## config.mk

```make
export PLATFORM = sky130hd
export DESIGN_NAME = pwm_gen
export DESIGN_NICKNAME = d
export VERILOG_FILES = /design/src/rtl/pwm_pkg.sv /design/src/rtl/pwm_counter.sv /design/src/rtl/pwm_gen.sv
export SDC_FILE = /design/constraint.sdc
export NUM_CORES = 1
export LEC_CHECK = 0
export CAP_MARGIN = 0
export CELL_PAD_IN_SITES_DETAIL_PLACEMENT = 1
export CELL_PAD_IN_SITES_GLOBAL_PLACEMENT = 1
export CORE_ASPECT_RATIO = 1.5
export CORE_MARGIN = 5
export CORE_UTILIZATION = 32
export CTS_CLUSTER_DIAMETER = 80
export DETAILED_ROUTE_END_ITERATION = 16
export PLACE_DENSITY_LB_ADDON = 0.1
export SKIP_LAST_GASP = 1
export SLEW_MARGIN = 15
export SYNTH_ARGS = -nofsm -noshare
export SYNTH_HDL_FRONTEND = slang
export SYNTH_SLANG_ARGS = --single-unit
```

## constraint.sdc

```tcl
create_clock -name clk -period 3.02 [get_ports clk]
set_clock_uncertainty 0.2 [all_clocks]
set_input_delay 0.604 -clock clk [delete_from_list [all_inputs] [get_ports clk]]
set_output_delay 0.604 -clock clk [all_outputs]
set_load 0.05 [all_outputs]
```

## src/rtl/pwm_pkg.sv

```systemverilog
// Shared defaults and duty saturation helper for the PWM generator.
package pwm_pkg;

  localparam int unsigned DefMaxCount = 255;
  localparam int unsigned DefDutyW    = 16;

  // Saturate a requested duty to the period length. The compare is done on the
  // full 32-bit value so wide requests (e.g. 256) never wrap to a small count.
  function automatic logic [31:0] clamp_duty(input logic [31:0] duty,
                                             input int unsigned max_count);
    return (duty >= max_count) ? max_count : duty;
  endfunction

endpackage

```

## src/rtl/pwm_counter.sv

```systemverilog
// Modulo-MaxCount period counter with enable, synchronous reset and wrap flag.
module pwm_counter #(
  parameter int unsigned MaxCount = 255,
  parameter int unsigned CntW     = 8
) (
  input  logic            clk_i,
  input  logic            rst_i,
  input  logic            en_i,
  output logic [CntW-1:0] cnt_o,
  output logic [CntW-1:0] cnt_next_o,
  output logic            wrap_o
);

  localparam logic [CntW-1:0] LastCnt = CntW'(MaxCount - 1);

  logic [CntW-1:0] cnt_q, cnt_d;

  always_comb begin
    wrap_o = en_i && (cnt_q == LastCnt);
    cnt_d  = cnt_q;
    if (en_i) begin
      cnt_d = wrap_o ? '0 : cnt_q + CntW'(1);
    end
  end

  always_ff @(posedge clk_i) begin
    if (rst_i) begin
      cnt_q <= '0;
    end else begin
      cnt_q <= cnt_d;
    end
  end

  assign cnt_o      = cnt_q;
  assign cnt_next_o = cnt_d;

endmodule

```

## src/rtl/pwm_gen.sv

```systemverilog
// Free-running single-channel PWM; duty is latched only at the period wrap so
// the output never glitches mid-period. Outputs are registered from next state.
module pwm_gen
  import pwm_pkg::*;
#(
  parameter  int unsigned MAX_COUNT = DefMaxCount,
  parameter  int unsigned DUTY_W    = DefDutyW,
  localparam int unsigned CNT_W     = $clog2(MAX_COUNT + 1)
) (
  input  logic              clk,
  input  logic              rst,
  input  logic              en,
  input  logic [DUTY_W-1:0] duty,
  output logic              sclk,
  output logic              period_start,
  output logic [CNT_W-1:0]  count
);

  logic [CNT_W-1:0] cnt, cnt_next;
  logic             wrap;
  logic [CNT_W-1:0] duty_clamped;
  logic [CNT_W-1:0] duty_q, duty_d;
  logic             sclk_q, sclk_d;
  logic             period_start_q, period_start_d;

  pwm_counter #(
    .MaxCount (MAX_COUNT),
    .CntW     (CNT_W)
  ) u_counter (
    .clk_i      (clk),
    .rst_i      (rst),
    .en_i       (en),
    .cnt_o      (cnt),
    .cnt_next_o (cnt_next),
    .wrap_o     (wrap)
  );

  // Clamped value is at most MAX_COUNT, so narrowing to CNT_W is lossless.
  assign duty_clamped = CNT_W'(clamp_duty(32'(duty), MAX_COUNT));

  always_comb begin
    duty_d = duty_q;
    if (wrap) begin
      duty_d = duty_clamped;
    end
    sclk_d         = en && (cnt_next < duty_d);
    period_start_d = en && (cnt_next == '0);
  end

  always_ff @(posedge clk) begin
    if (rst) begin
      duty_q         <= '0;
      sclk_q         <= 1'b0;
      period_start_q <= 1'b0;
    end else begin
      duty_q         <= duty_d;
      sclk_q         <= sclk_d;
      period_start_q <= period_start_d;
    end
  end

  assign sclk         = sclk_q;
  assign period_start = period_start_q;
  assign count        = cnt;

endmodule

```

**After elaboration in Yosys (flattened, before gate mapping)**

Index checks and enable logic that the tools add are counted.

- Bits in registers: 18
- Bits of input ports: 19
- Output and inout port bits: 10
- Logic and storage cells: 16

- Muxes and demuxes: 4
- Magnitude comparators: 2
- Add/sub/neg operators: 1
- Eq/ne operators: 1
- Reductions and logical operators: 4

Operator list:

| cell | number |
|---|---|
| $mux W8 | 4 |
| $ge A16 B8 Y1 const B | 1 |
| $add A8 B1 Y8 const B | 1 |
| $eq A8 B8 Y1 const B | 1 |
| $logic_not A8 Y1 | 1 |
| $lt A8 B8 Y1 | 1 |
| $logic_and A1 B1 Y1 | 3 |

**Logic depth before layout (Yosys ltp)**

Gate-level depths: netlist (run 1).

- Word-level depth: 6
- Depth in mapped cells: 13
- Gate-level depth less buffers: 11

**Hierarchy**

From an unflattened synthesis (run 1), not the netlist that was laid out.

- Cells, all modules: 111
- Area, all modules: 972.2 um^2

By module, submodules not included:

| module | times used | cells each | area an instance (um^2) | seq. area each (um^2) |
|---|---|---|---|---|
| pwm_gen | 1 | 54 | 509.2 | 200.2 |
| pwm_counter | 1 | 57 | 462.9 | 160.2 |

**Worst setup path before layout (run 1)**

No wires, ideal clock.

- Path type: register -> register
- Start point: reg u_counter.cnt_q[1], in the netlist u_counter.cnt_o[1]
- End point: reg sclk_q, in the netlist sclk
- Path slack: -0.278 ns
- Setup time: 0.060 ns
- Data arrival time: 3.037 ns
- Cell stages (with the launch flop): 13
- Buffers on the path: 2
- Clock period less this slack: 3.298 ns
- Required time: 2.760 ns
- Cell sequence: dfxtp_1 -> ha_1 -> nand3_1 -> or3_1 -> or2_1 -> buf_6 -> buf_6 -> o22ai_1 -> ha_1 -> a21o_1 -> a211oi_1 -> and3_1 -> a32o_1

- Cells in the longest elaborated chain, start to end: 6
- Elaborated cells on any way between the ends: 8
- Those cells by class: 1 x add/sub; 1 x order compare; 1 x eq/ne; 3 x mux; 2 x reduce/logical

Ends and longest elaborated chain:

| element | line | source |
|---|---|---|
| from (decl) | pwm_counter.sv:16 | `logic [CntW-1:0] cnt_q, cnt_d;` |
| from (signal assigned) | pwm_counter.sv:30 | `cnt_q <= cnt_d;` |
| parallel branches: the longest is 4 deep, another holds $add A8 B1 Y8 | n/a |  |
| $lt A8 B8 Y1 (*) | pwm_gen.sv:46 | `sclk_d = en && (cnt_next < duty_d);` |
| $logic_and A1 B1 Y1 (*) | pwm_gen.sv:46 |  |
| to (signal assigned) | pwm_gen.sv:57 | `sclk_q <= sclk_d;` |
| to (decl) | pwm_gen.sv:23 | `logic sclk_q, sclk_d;` |

Mark *: on every way between the ends.
A chain may end at the register's enable or synchronous reset.

**Worst setup path in the final report (run 1)**

- Start point: in duty[14]
- End point: reg sclk_q, in the netlist sclk

- Cells in the longest elaborated chain, start to end: 5

Ends and longest elaborated chain:

| element | line | source |
|---|---|---|
| from (decl) | pwm_gen.sv:13 | `input logic [DUTY_W-1:0] duty,` |
| $ge A16 B8 Y1 | pwm_pkg.sv:11 | `return (duty >= max_count) ? max_count : duty;` |
| $mux W8 | pwm_pkg.sv:11 |  |
| $mux W8 | pwm_gen.sv:43 | `if (wrap) begin` |
| $lt A8 B8 Y1 | pwm_gen.sv:46 |  |
| $logic_and A1 B1 Y1 | pwm_gen.sv:46 |  |

Every way passes these cells.

==> results.md, run 1 <==
* Max incr delay on CP at between 400 and 500 ps
* Clock transition at path regs at about 70 ps
* Post-Syn Area per Cell at ~8.8 µm²
* Worst reg2reg startpoint: u_counter.cnt_o[0]$_SDFF_PP0_
* Placed Instances at approximately 220
* CTS tree: yes
* Hold Path Sink: duty_q[4]$_SDFF_PP0_
* Antenna cell count at 0
* Share of cells above drive strength 1 at about a third
* Area Overhead vs Synth at 56.8%
* Setup violations, final at 0
* Placer Congestion at around 0.85
* Synth Area in Simple Gates at 23.8%
* Dominant cell type by area after synthesis: dfxtp_1
* Slowest CP cell: clkdlybuf4s50_1
* Pwr Total at ~0.53 mW
* Power Density at between 200 and 300 mW/mm²
* Initial cell density of the core at 33.2%
* Worst endpoint required time at between 3000 and 4000 ps
* Post-DP HPWL at 2.99 mm
* Drt pass-1 iters at 4
* Setup Crit Path Kind: in -> reg
* Finished Cell Area at between 0.0015 and 0.002 mm²
* Number of synthesized register bits at 18
* Seq/Total Area, Yosys at roughly a third
* Worst slew pin tran at a little under 500 ps
* Final hold vios at 0
* Die area at about 0.0049 mm²
* CTS Buffer Depth at 2
* Netlist cell types at 40
* CTS buffer count at 3
* Core footprint at around 0.0034 mm²
* IO Pins at 29
* H-tree Lvls at 1
* Worst reg2reg path depth at 12
* Fmax at 344 MHz
* Hold path depth at 1
* Via count at between 1000 and 1500
* Routed len/inst at ~17 µm
* First-pass GRT wire length at roughly 6.4 mm
* Worst Setup SP: duty[14]
* Max Cap Violations at 0
* Synthesis warning total at 0
* CP most frequent cell: o21a_1
* Most frequent cell after synthesis: dfxtp_1
* Slew HR at 66.8%
* Hold Path Class: reg -> reg
* Crit path cell chain: clkdlybuf4s50_1 > nor4_1 > o211ai_1 > or2_4 > buf_12 > o22ai_2 > ha_1 > o21a_1 > o21a_1 > o2111ai_2 > a32o_1
* Top cell type's share of synthesized area at roughly a third
* Final Critical Period at 2900 ps
* Fin Hold WS at between 300 and 400 ps
* Reg2reg setup slack at ~140 ps
* Skew-Pair Late Insertion Delay at between 200 and 300 ps
* Status: finished clean
* Most used DFF post-synth: dfxtp_1
* Finished Layout Cells at ~220
* Fin crit share at 96.1%
* Layout net count at 208
* Post-synth EDFFs at 0
* Antenna violations before repair at 0
* Total wire length at roughly 3.8 mm
* CTS sink cnt at 18
* Port Buf Inserts at 28
* XOR/XNOR Fraction of Synth Area at 3.09%
* Post-synth top cells: dfxtp_1, ha_1, o22ai_1
* Crit path DAT at 2900 ps
* # DRC at 0
* Largest family of logic cells by synthesized area: compound AO/OA/AOI/OAI gates
* Slew Limit Fails at 0
* Top cells by area, synth: dfxtp_1, ha_1, o221a_2
* Hold Startpoint: duty_q[4]$_SDFF_PP0_
* Mapped Cells at about 130
* DRT iter0 DRCs at 31
* Compound-cell area share of the yosys netlist at about a quarter
* Post-DRT Antenna Nets at 0
* Leakage at 0.698 nW
* Vias per inst at around 5.5
* Mapped Area at about 0.0011 mm²
* Worst r2r dst: sclk$_SDFF_PP0_
* Post-synthesis mux area share at less than 1%
* Clock root buffer: clkbuf_8
* Crit path capture type: flip-flop
* Std-Cell Rows at 26
* Tot GR Track Use at about 17%
* Die Width at 58.6 µm
* Worst IR Drop VDD at 0.173 mV
* Vias in the first global route at ~1400
* Largest net degree at the start of global routing at 14
* CP startpoint kind: input port
* Gr ovfl total at 0
* Placed cell area at roughly 0.0017 mm²
* CTS Hold Bufs at 0
* Syn nets at 157
* Area share of fa/ha/maj cells after synthesis at between 9 and 10%
* Worst-path fanout max at 9
* Height of the chip at ~83 µm
* Setup_tns at 0 ps
* Ys async rst share at 0%
-- cells by family after synthesis --
family                     count (synthesis)
xor gates and xnor gates                   4
and+or+nand+nor                           48
buffers and inverters                     13
muxes                                      1
DFF                                       18
AOI/OAI and AO/OA                         36
adders and majority gates                  9
-- worst max-delay path, delay by kind of cell --
family                     cells  cell delay [ps]
AOI/OAI and AO/OA              6              890
and+or+nand+nor                2              560
buffers and inverters          2              560
adders and majority gates      1              290
-- layer usage --
layer	GRT usage, %	part of all wire, %	up-vias
met1	15.8	36	582
met5	0	0	-
li1	-	-	600
met3	2.48	3.8	6
met2	33.8	57	28
met4	7.84	2.5	0
-- sequential cells by signal, indices dropped and copies added, names as in the netlist --
register and flops:
duty_q 8, u_counter.cnt_o 8, period_start 1, sclk 1
-- cell type report --
type,count,area (µm²)
fillers,410,1640
multi-input cells,98,771
repair buffers,54,502
flip-flops and latches,18,380
clock buffers,4,55.1
well taps,42,52.6
inverters,5,18.8
-- where the power goes --
part | total, mW | internal (mW) | switching, mW
combinational | 0.0932 | 0.0506 | 0.0425
sequential | 0.242 | 0.238 | 0.00385
clock | 0.196 | 0.116 | 0.0801
total | 0.531 | 0.405 | 0.126
-- placed cells by master (no fill, tap or decap), types with 3 or more instances in the layout --
| cell | count |
|---|---|
| o22ai_2 | 4 |
| o22ai_1 | 4 |
| dfxtp_4 | 4 |
| clkbuf_8 | 4 |
| nor2_1 | 6 |
| nand2b_1 | 3 |
| and2_1 | 3 |
| o221a_1 | 3 |
| o221a_2 | 5 |
| nand2_1 | 7 |
| dfxtp_1 | 10 |
| ha_1 | 8 |
| nand3_1 | 6 |
| dfxtp_2 | 4 |
| nand4_1 | 3 |
| inv_1 | 4 |
| a21oi_1 | 5 |
| nor3_1 | 5 |
| clkdlybuf4s50_1 | 26 |
| buf_4 | 24 |
-- metrics by stage --
step	utilization, %	setup WS (ps)
global placement	48.4	-336
floorplan	-	21.2
global route	52.1	-10.1
CTS	51.8	87.3
finish	52.1	117
detailed placement	48.4	-361
-- what timing repair did --
item,in CTS,in global routing
gates resized for setup,11,3
hold endpoints to repair,0,0
pin swaps,4,7
setup buffers,1,0
endpoints found under the setup margin,1,1
-- worst max-delay path by stage --
| stage | slack [ps] | cells after the start | end |
|---|---|---|---|
| after global routing | -10 | 11 | sclk$_SDFF_PP0_ |
| final | 120 | 11 | sclk$_SDFF_PP0_ |
| after detailed placement | -360 | 10 | sclk$_SDFF_PP0_ |
| after floorplan | 20 | 13 | sclk$_SDFF_PP0_ |
| after CTS | 90 | 9 | sclk$_SDFF_PP0_ |
| after global placement | -340 | 10 | sclk$_SDFF_PP0_ |
Power figures use the tool's default switching activity.
==> run 2, diff against run 1 <==
--- a/config.mk
+++ b/config.mk
@@ -10,7 +10,7 @@
 export CELL_PAD_IN_SITES_GLOBAL_PLACEMENT = 1
 export CORE_ASPECT_RATIO = 1.5
 export CORE_MARGIN = 5
-export CORE_UTILIZATION = 32
+export CORE_UTILIZATION = 30
 export CTS_CLUSTER_DIAMETER = 80
 export DETAILED_ROUTE_END_ITERATION = 16
 export PLACE_DENSITY_LB_ADDON = 0.1
@@ -18,4 +18,5 @@
 export SLEW_MARGIN = 15
 export SYNTH_ARGS = -nofsm -noshare
 export SYNTH_HDL_FRONTEND = slang
+export SYNTH_HIERARCHICAL = 1
 export SYNTH_SLANG_ARGS = --single-unit
==> run 2 against run 1 <==
Non-clock buffer count shrank 19; core utilization shrank 7.2 points; sequential cell count is the same; global-route usage shrank 2.5 points; clock power is essentially flat; synthesized cell count shrank 14%; critical path depth shrank 2; combinational power shrank 11%; area after synthesis shrank 14%; register-to-register slack gained 310 ps; critical endpoint unchanged; largest power group unchanged.
==> results.md, run 2 <==
* Vias per inst at between 5 and 6
* CTS Buffer Depth at 2
* Seq/Total Area, Yosys at between 30% and 40%
* CP top delay family: buffers and inverters
* CTS sink cnt at 18
* # DRC at 0
* Worst slew pin tran at about 540 ps
* Commonest cells after routing, fill and taps aside: clkdlybuf4s50_1, dfxtp_1, nor2_1
* Layout net count at around 180
* Placed cell area at between 0.001 and 0.0015 mm²
* Most used DFF post-synth: dfxtp_1
* Skew-Pair Late Insertion Delay at about 250 ps
* CTS tree: yes
* Status: finished clean
* DRT iter0 DRCs at 22
* Final Critical Period at 2710 ps
* Worst-path fanout max at 13
* Area Overhead vs Synth at 44.5%
* Mapped Cells at around 110
* Slew Limit Fails at 0
* Pre-CTS setup slack at -22.2 ps
* Antenna violations before repair at 0
* Share of cells above drive strength 1 at a little over an eighth
* Post-DP HPWL at roughly 2.5 mm
* Drt pass-1 iters at 4
* Via count at ~1000
* Clock transition at path regs at around 70 ps
* Worst endpoint required time at roughly 3000 ps
* Buffers & Inverters on Critical Path at 2
* Largest net degree at the start of global routing at 16
* Fmax at ~370 MHz
* Finished Cell Area at around 0.0014 mm²
* Total wire length at about 3.0 mm
* H-tree Lvls at 1
* Vias in the first global route at roughly 1100
* Fin crit share at between 80% and 90%
* Clock root buffer: clkbuf_8
* Final setup margin at slightly above 300 ps
* Core footprint at roughly 0.0031 mm²
* Netlist cell types at 33
* Resize count post-CTS at 0
* Height of the chip at around 80 µm
* Post-CTS setup repair buffer count at 0
* Mapped Area at ~970 µm²
* Initial cell density of the core at a little under a third
* Crit path cell chain: clkdlybuf4s50_1 > nand4_2 > nor3_2 > buf_4 > o22ai_1 > ha_1 > a211oi_2 > o2111ai_1 > a21oi_1
* Crit path capture type: flip-flop
* Std-Cell Rows at 25
* Placer Congestion at about 0.84
* Power Density at around 380 mW/mm²
* Max Cap Violations at 0
* Commonest non-fill, non-tap cell in the layout: clkdlybuf4s50_1
* Tot GR Track Use at 14.5%
* Die area at 0.00450 mm²
* Setup violations, final at 0
* Ys async rst share at 0%
* Max incr delay on CP at 490 ps
* Post-synth top cells: dfxtp_1, nor2_1, o22ai_1
* Pwr Total at ~0.53 mW
* CTS Hold Bufs at 0
* First-pass GRT wire length at 5.21 mm
* Die Width at ~56 µm
* Post-synth EDFFs at 0
* Syn nets at ~140
* Synthesis warning total at 6
* Leakage at 0.541 nW
* Top cells by area, synth: dfxtp_1, ha_1, o22ai_1
* Post-Syn Area per Cell at ~8.8 µm²
* Top cell type's share of synthesized area at between 30 and 40%
* Hold Path Class: reg -> reg
* Number of synthesized register bits at 18
* Most frequent cell after synthesis: dfxtp_1
* Slew HR at 63.6%
* CTS buffer count at 3
* CP startpoint kind: input port
* Worst IR Drop VDD at about 0.36 mV
* RSZ-0062 raised after global routing: no
* Post-DRT Antenna Nets at 0
* Port Buf Inserts at 28
* Dominant cell type by area after synthesis: dfxtp_1
* Gr ovfl total at 0
* Setup Crit Path Kind: in -> reg
* Slowest CP cell: clkdlybuf4s50_1
* IO Pins at 29
* Antenna cell count at 0
* Crit path DAT at around 2700 ps
* Final hold vios at 0
* Routed len/inst at approximately 16 µm
run 2: worst paths after layout:
path | depth (start not counted) | endpoint | slack, ps | start
worst min-delay path | 2 | duty_q[7]$_SDFF_PP0_ | 320 | duty_q[7]$_SDFF_PP0_
worst min register to register | 2 | duty_q[7]$_SDFF_PP0_ | 320 | duty_q[7]$_SDFF_PP0_
worst max-delay path | 9 | sclk$_SDFF_PP0_ | 310 | en
worst max register to register | 10 | sclk$_SDFF_PP0_ | 450 | u_counter/cnt_o[0]$_SDFF_PP0_
run 2: area by class of cell:
class / instances / area, µm²
fill: 397 / 1720
multi-input combinational: 86 / 594
sequential: 18 / 362
timing repair buffer: 35 / 333
clock buffer: 4 / 55.1
tap: 40 / 50.0
inverter: 3 / 11.3
run 2: logic make-up (layout without fill, tap and decap cells):
family / after synthesis / after routing / synth area share (%)
AOI/OAI and AO/OA: 29 / 29 / 18.5
xor gates and xnor gates: 3 / 3 / 2.70
adders and majority gates: 9 / 9 / 11.6
buffers and inverters: 7 / 42 / 2.83
DFF: 18 / 18 / 37.1
and+or+nand+nor: 45 / 45 / 27.3
run 2: per-stage QoR:
| step | hold WS [ps] | std cells | util, % | TNS, ps |
|---|---|---|---|---|
| 5_1_grt | 355 | 186 | 44.9 | 0 |
| 2_1_floorplan | 271 | 111 | - | 0 |
| 3_5_place_dp | 300 | 182 | 43.0 | -22.2 |
| 4_1_cts | 327 | 186 | 44.8 | 0 |
| 3_3_place_gp | 295 | 182 | 43.0 | 0 |
| 6_report | 323 | 186 | 44.9 | 0 |
run 2: power by group:
part           total [mW]  leakage, nW  switching, mW  internal (mW)
combinational      0.0829        0.366         0.0400         0.0428
sequential          0.247        0.146        0.00576          0.241
clock               0.198       0.0288         0.0825          0.116
total               0.528        0.541          0.128          0.400
run 2: tightest hold or removal path, stage by stage, from the launching register on:
cell and delay [ps]:
dfxtp_1 310, o22ai_1 90, nor2_1 90
run 2: metal layers:
metal / wire, µm / part of all wire [%] / track usage (%) / vias up
met3: 109 / 3.6 / 2.91 / 6
met4: 61 / 2.0 / 8.08 / 0
met5: 0 / 0 / 0 / -
li1: - / - / - / 489
met1: 1290 / 42 / 16.3 / 457
met2: 1580 / 52 / 25.2 / 24
